<file path="config.mk">
export PLATFORM = sky130hd
export DESIGN_NAME = vectored_int
export DESIGN_NICKNAME = d
export VERILOG_FILES = /design/src/rtl/mips_pkg.sv /design/src/rtl/prio_enc4.sv /design/src/rtl/vectored_int.sv
export SDC_FILE = /design/constraint.sdc
export NUM_CORES = 1
export LEC_CHECK = 0
export CAP_MARGIN = 20
export CORE_ASPECT_RATIO = 1.4
export CORE_MARGIN = 2
export CORE_UTILIZATION = 30
export CTS_CLUSTER_SIZE = 16
export DETAILED_ROUTE_END_ITERATION = 16
export GPL_TIMING_DRIVEN = 0
export PLACE_DENSITY = 0.75
export SETUP_SLACK_MARGIN = 0.5
export SLEW_MARGIN = 20
export SYNTH_ARGS = -nofsm -noshare
export SYNTH_HDL_FRONTEND = slang
export SYNTH_SLANG_ARGS = --single-unit
</file>
<file path="constraint.sdc">
create_clock -name clk -period 1.5 [get_ports clk]
set_input_delay 0.3 -clock clk [delete_from_list [all_inputs] [get_ports clk]]
set_output_delay 0.3 -clock clk [all_outputs]
set_load 0.02 [all_outputs]
</file>
<file path="src/rtl/mips_pkg.sv">
// Shared definitions for the MIPS interrupt path.
// Holds the vector slot constants and the interrupt source index type.
package mips_pkg;

  localparam logic [31:0] VEC_BASE    = 32'h0000_01F0;
  localparam logic [31:0] VEC_STRIDE  = 32'h0000_0004;
  localparam logic [31:0] NO_INT_ADDR = 32'h0000_0000;

  typedef enum logic [1:0] {
    SRC_DONE1 = 2'd0,
    SRC_DONE2 = 2'd1,
    SRC_DONE3 = 2'd2,
    SRC_DONE4 = 2'd3
  } int_src_t;

  function automatic logic [3:0] src_onehot(input int_src_t src);
    return 4'b0001 << src;
  endfunction

endpackage

</file>
<file path="src/rtl/prio_enc4.sv">
// 4-input priority encoder, lowest index wins.
// Ports:
//   req   - request vector, bit 0 has highest priority
//   idx   - index of the winning request (SRC_DONE1 when none)
//   valid - at least one request is set
module prio_enc4
  import mips_pkg::*;
(
  input  logic [3:0] req,
  output int_src_t   idx,
  output logic       valid
);

  always_comb begin
    idx = SRC_DONE1;
    if (req[0])      idx = SRC_DONE1;
    else if (req[1]) idx = SRC_DONE2;
    else if (req[2]) idx = SRC_DONE3;
    else if (req[3]) idx = SRC_DONE4;
    valid = |req;
  end

endmodule

</file>
<file path="src/rtl/vectored_int.sv">
// Interrupt vector unit for the single-cycle MIPS core.
// Latches rising edges of four peripheral completion lines as pending
// requests and presents the vector slot address of the highest-priority one.
// Ports:
//   clk      - system clock
//   reset_n  - asynchronous active-low reset
//   int_ack  - controller acknowledge; retires the selected request
//   done1..4 - peripheral completion lines, done1 highest priority
//   int_addr - vector address of the selected request, NO_INT_ADDR if idle
//   int_req  - any request pending or arriving this cycle
//   int_id   - index of the selected source
module vectored_int
  import mips_pkg::*;
#(
  parameter logic [31:0] VEC_BASE_P    = VEC_BASE,
  parameter logic [31:0] VEC_STRIDE_P  = VEC_STRIDE,
  parameter logic [31:0] NO_INT_ADDR_P = NO_INT_ADDR
) (
  input  logic        clk,
  input  logic        reset_n,
  input  logic        int_ack,
  input  logic        done1,
  input  logic        done2,
  input  logic        done3,
  input  logic        done4,
  output logic [31:0] int_addr,
  output logic        int_req,
  output logic [1:0]  int_id
);

  logic [3:0] done_vec;
  logic [3:0] done_q;
  logic [3:0] pending;
  logic [3:0] rise;
  logic [3:0] eff;
  logic [3:0] clr;
  int_src_t   sel;
  logic       any;

  assign done_vec = {done4, done3, done2, done1};

  // done_q resets to 0, so a line already high at reset release is a rise.
  assign rise = done_vec & ~done_q;

  // New rises are folded in combinationally so they vector in their arrival cycle.
  assign eff = pending | rise;

  prio_enc4 u_prio (
    .req   (eff),
    .idx   (sel),
    .valid (any)
  );

  assign int_req  = any;
  assign int_id   = sel;
  assign int_addr = any ? (VEC_BASE_P + (VEC_STRIDE_P * 32'(sel))) : NO_INT_ADDR_P;

  // Only the vectored source is retired; a same-source rise in its ack cycle
  // is consumed together with it.
  assign clr = (int_ack && any) ? src_onehot(sel) : 4'b0000;

  always_ff @(posedge clk or negedge reset_n) begin
    if (!reset_n) begin
      done_q  <= 4'b0000;
      pending <= 4'b0000;
    end else begin
      done_q  <= done_vec;
      pending <= eff & ~clr;
    end
  end

endmodule

</file>
==> results_dict.tcl, run 1 <==
set metrics [dict create \
    row_count 18 \
    hold_end "done_q[2]$_DFF_PN0_" \
    fmax_mhz 539.2 \
    worstReg2RegStart "pending[0]$_DFF_PN0_" \
    required_ns 1.20 \
    finClkSkew_ns 0.007180 \
    synth_xor_area_share_pct 0 \
    synth-simple-area-share_pct 6.769 \
    ys_warn_count 0 \
    dp_hpwl_um 973.1 \
    grt_pass1_vias 440 \
    syn_to_final_growth_pct 64.85 \
    min-delay-start "done3" \
    reg2reg_depth 4 \
    synth_top_family_by_area "buffers and inverters" \
    clk_pin_slew_ns 0.05 \
    crit_fanout 6 \
    die-area_um2 2280 \
    finalWorstSetupSlack_ns -0.3545 \
    nets 113 \
    cts-root-buf "clkbuf_4" \
    firstDrtPassIters 4 \
    grt_pass1_wl_um 1938 \
    synth_compound_area_share_pct 16.38 \
    post_cts_hold_buffer_count 0 \
    met3WireLength_um 136 \
    power_density_nw_per_um2 753.3 \
    dieWidth_um 40.94 \
    final_common_cell "buf_4" \
    numCtsBuffers 3 \
    clk_path_buf_depth 2 \
    setup_viol 10 \
    cp.arrival_ns 1.55 \
    ant_nets 0 \
    drive_above_1_share_pct 51.92 \
    gp_congestion 0.6637 \
    ys_seq_elements 8 \
    met2_length_um 692 \
    syn_area_um2 573.1 \
    hp-class "in -> reg" \
    wl_per_cell_um 9.597 \
    report.final.slew_viol_count 0 \
    worstSkewPairLatency_ns 0.25 \
    fin_crit_sh_pct 123.6 \
    drt-initial-drc-count 2 \
    topRoutingLayerUsed "met4" \
    viasPerCell 3.653 \
    power.total_uw 711.7 \
    rsz0062_at_grt "true" \
    synth_fa_ha_area_share_pct 0 \
    die_h_um 55.71 \
    p_leak_uw 0.0005254 \
    antenna_found_initial 0 \
    portBuffers 16 \
    wirelength_um 1190 \
    hold_viol_final 0 \
    reg2reg_to "pending[3]$_DFF_PN0_" \
    route.detailed.drc 0 \
    cap_violations 0 \
    cts_sinks 8 \
    antenna_cells 0 \
    synth_cell_types 15 \
    cts_tree "built" \
    vias 453 \
    violations "setup timing" \
    grt.total_usage_pct 12.63 \
    reg2reg_slack_ns 0.27 \
    min_period_ns 1.855 \
    whs_path_depth 1 \
    tns_ns -2.964 \
    core_area_um2 1779 \
    synth_mux_area_share_pct 0 \
    most-common-layout-cells "buf_4, conb_1, buf_6" \
    status "finished, violations left" \
    io_pins 42 \
    endpoint_kind "primary output" \
    htreeDepth 1 \
    wl_met1_um 343 \
    synthCells 59 \
    synth.avg_cell_area_um2 9.713 \
    grt_max_degree 9 \
    path_class "reg -> out" \
    yosysSeqAreaShare_pct 34.93 \
    grt-ovfl-total 0 \
    cp-start-kind "register" \
    ir_drop_v 0.0003188 \
    start_util_pct 32.21 \
]
power by group:
part           internal, uW  switching, uW
clock network          91.1           67.0
registers               237           14.1
logic                   138            164
total                   466            245
area by class of cell:
cell class / instances / area [um2]
multi-input cells: 42 / 265.3
well taps: 20 / 25.02
fillers: 163 / 834.6
repair buffers: 18 / 176.4
flip-flops and latches: 8 / 200.2
clock buffers: 3 / 22.52
inverters: 3 / 11.26
plain buffers: 30 / 244.0
worst max-delay path by stage:
stage,slack [ns],startpoint,to,depth (start not counted)
floorplan,-0.03,pending[0]$_DFF_PN0_,int_addr[5],3
global placement,-0.91,done2,int_addr[5],5
global route,-0.43,pending[0]$_DFF_PN0_,int_addr[5],5
detailed placement,-0.93,done2,int_addr[5],5
CTS,-0.36,pending[0]$_DFF_PN0_,int_addr[5],5
finish,-0.35,pending[0]$_DFF_PN0_,int_addr[5],5
routing by layer:
metal / vias to the layer above / global-route usage [%]
met2: 30 / 20.76
met5: - / 0
met4: 0 / 5.714
li1: 227 / -
met3: 2 / 5.200
met1: 194 / 12.81
registers in the layout, summed over array words and instances, names as in the netlist:
name / flops
done_q: 4
pending: 4
Yosys cell counts:
cell type	count	area [um2]
a21boi_0	2	15.01
and2_1	1	6.260
a21oi_1	4	20.02
conb_1	1	3.750
buf_4	30	225.2
a2111oi_4	1	27.53
dfrtp_1	8	200.2
nor2b_4	1	13.76
a21boi_1	2	15.01
a31oi_1	1	6.260
nand3_1	1	5.000
nand2b_1	1	6.260
nor2_1	2	7.510
a221o_1	1	10.01
inv_1	3	11.26
critical path: stages (launching register included):
cell,delay (ns)
dfrtp_1,0.41
a2111oi_4,0.32
buf_4,0.19
nand3_4,0.11
buf_6,0.16
buf_6,0.12
metrics by stage:
stage | utilization [%] | hold WS (ns) | setup WS (ns) | instance area [um2] | cells
final | 53.09 | 0.2406 | -0.3545 | 944.7 | 124
after global routing | 53.09 | 0.2453 | -0.4338 | 944.7 | 124
after CTS | 52.11 | 0.3071 | -0.3592 | 927.1 | 123
after detailed placement | 49.86 | 0.6003 | -0.9258 | 887.1 | 119
after global placement | 49.86 | 0.5720 | -0.9129 | 887.1 | 119
after floorplan | - | 0.004409 | -0.03239 | 701.9 | 83
repair_timing:
action                                  in CTS  in global routing
endpoints found under the setup margin      13                 13
buffers inserted                             1                  1
resized for setup                           63                  3
pin swaps                                    1                  2
cell families after synthesis:
family | count (synthesis)
flops | 8
other cells | 1
simple gates | 6
buf+inv | 33
compound gates | 11
No activity file was read; power rests on OpenSTA's default activity.
==> inputs of run 2 (changes only) <==
Settings changed: CORE_MARGIN 2 to unset.
==> run 2 against run 1 <==
The flow still finishes with violations (setup timing); critical path type unchanged; hold slack better by 0.070 ns; largest power group unchanged; via count rose by 5.5%; utilization grew 5.5 points.
==> results_dict.tcl, run 2 (synthesis gave the netlist of run 1 again) <==
set metrics [dict create \
    p_leak_uw 0.0005714 \
    wl_per_cell_um 10.24 \
    met3WireLength_um 108 \
    antenna_cells 0 \
    dieWidth_um 38.94 \
    violations "setup timing" \
    status "finished, violations left" \
    route.detailed.drc 0 \
    fin_area_um2 1042 \
    cts-root-buf "clkbuf_4" \
    cts_sinks 8 \
    grt_pass1_wl_um 1828 \
    reg2reg_slack_ns -0.31 \
    fmax_mhz 539.2 \
    antenna_found_initial 0 \
    wl_met1_um 444 \
    die_h_um 53.71 \
    drt-initial-drc-count 6 \
    ir_drop_v 0.0004666 \
    crit_fanout 6 \
    die-area_um2 2091 \
    post_cts_hold_buffer_count 0 \
    power_frac_comb_pct 47.0 \
    tns_ns -3.496 \
    portBuffers 16 \
    nets 122 \
    clk_path_buf_depth 2 \
    finalWorstSetupSlack_ns -0.3546 \
    whs_path_depth 1 \
    nFillCells 174 \
    grt-ovfl-total 0 \
    rsz0062_at_grt "true" \
    wirelength_um 1362 \
    core_area_um2 1779 \
    final_common_cell "buf_4" \
    clk_pin_slew_ns 0.05 \
    place_area_um2 887.1 \
    gp_congestion 0.7400 \
    row_count 18 \
    grt_max_degree 9 \
    whs_ns 0.3108 \
    ant_nets 0 \
    topRoutingLayerUsed "met3" \
    switching_share_pct 34.60 \
    most-common-layout-cells "buf_4, conb_1, buf_6" \
    io_pins 42 \
    cp.arrival_ns 1.55 \
    endpoint_kind "primary output" \
    dp_hpwl_um 828 \
    min_period_ns 1.855 \
    htreeDepth 1 \
    grt.total_usage_pct 12.89 \
    setup_viol 12 \
    p_switching_uw 269.4 \
    path_class "reg -> out" \
    numCtsBuffers 3 \
    reg2reg_depth 12 \
    report.final.slew_viol_count 0 \
    clkPwrFrac_pct 20.7 \
    firstDrtPassIters 4 \
    fin_util_pct 58.58 \
    syn_to_final_growth_pct 81.88 \
    grt_pass1_vias 424 \
    worstSkewPairLatency_ns 0.25 \
    met2_length_um 809 \
    hp-class "in -> reg" \
    hold_end "done_q[0]$_DFF_PN0_" \
    fin_crit_sh_pct 123.6 \
    required_ns 1.20 \
    hold_viol_final 0 \
    p_seq_share_pct 32.3 \
    reg2reg_to "pending[3]$_DFF_PN0_" \
    viasPerCell 3.594 \
    worstReg2RegStart "done_q[0]$_DFF_PN0_" \
    cts_tree "built" \
    drive_above_1_share_pct 58.41 \
    power.internal_uw 509.2 \
    cp-start-kind "register" \
    start_util_pct 32.21 \
    vias 478 \
    register_area_um2 200.2 \
    cap_violations 0 \
    multi_input_area_um2 280.3 \
    power_density_nw_per_um2 747.0 \
    largestRegisters "done_q x4, pending x4" \
    min-delay-start "done1" \
    finClkSkew_ns 0.003273 \
]
==> run 2: metrics by stage <==
step,worst slack [ns],power (uW),instances
finish,-0.3546,778.5,133
floorplan,-0.03239,462.4,83
global route,-0.4142,828.7,133
global placement,-0.9016,530.5,119
detailed placement,-0.9116,537.0,119
CTS,-0.3184,752.8,131
==> run 2: how the worst max path moves through the flow <==
stage / endpoint / startpoint / cells past startpoint / slack [ns]
2_1_floorplan: int_addr[5] / pending[0]$_DFF_PN0_ / 3 / -0.03
3_3_place_gp: int_addr[8] / done2 / 5 / -0.90
5_1_grt: int_addr[5] / pending[0]$_DFF_PN0_ / 5 / -0.41
3_5_place_dp: int_addr[6] / done2 / 5 / -0.91
4_1_cts: int_addr[6] / pending[0]$_DFF_PN0_ / 5 / -0.32
6_report: int_addr[5] / pending[0]$_DFF_PN0_ / 5 / -0.35
==> run 2: worst max-delay path: stages, from the launching register on <==
cell	delay, ns
dfrtp_1	0.40
a2111oi_4	0.33
buf_4	0.19
nand3_4	0.12
buf_6	0.15
buf_6	0.12
==> run 2: power groups by stage <==
| stage | registers, uW | clock network (uW) | logic, uW |
|---|---|---|---|
| 6_report | 251 | 161 | 366 |
| 5_1_grt | 253 | 184 | 391 |
| 4_1_cts | 251 | 162 | 340 |
| 3_5_place_dp | 252 | 0 | 285 |
| 3_3_place_gp | 250 | 0 | 281 |
| 2_1_floorplan | 250 | 0 | 213 |
==> run 2: final cells by class <==
class / instances / area share [%]
clock buffer: 3 / 2.161
inverter: 3 / 1.080
timing repair buffer: 27 / 24.85
buffer: 30 / 23.41
tap: 20 / 2.401
sequential: 8 / 19.21
multi-input combinational: 42 / 26.89
==> run 2: metal layers <==
metal,vias up,track usage (%)
li1,247,-
met4,0,6.322
met3,0,2.893
met1,205,12.14
met2,26,24.72
met5,-,0
==> run 2: what timing repair did <==
action,CTS,global route
gates resized for setup,72,3
setup endpoints to repair,13,13
pin swaps,3,2
buffers inserted,9,2
==> inputs of run 3 (changes only) <==
Settings changed: CTS_CLUSTER_DIAMETER set to 150.
==> results of run 3 <==
No change in the layout: final DEF, timing and power equal those of run 2.
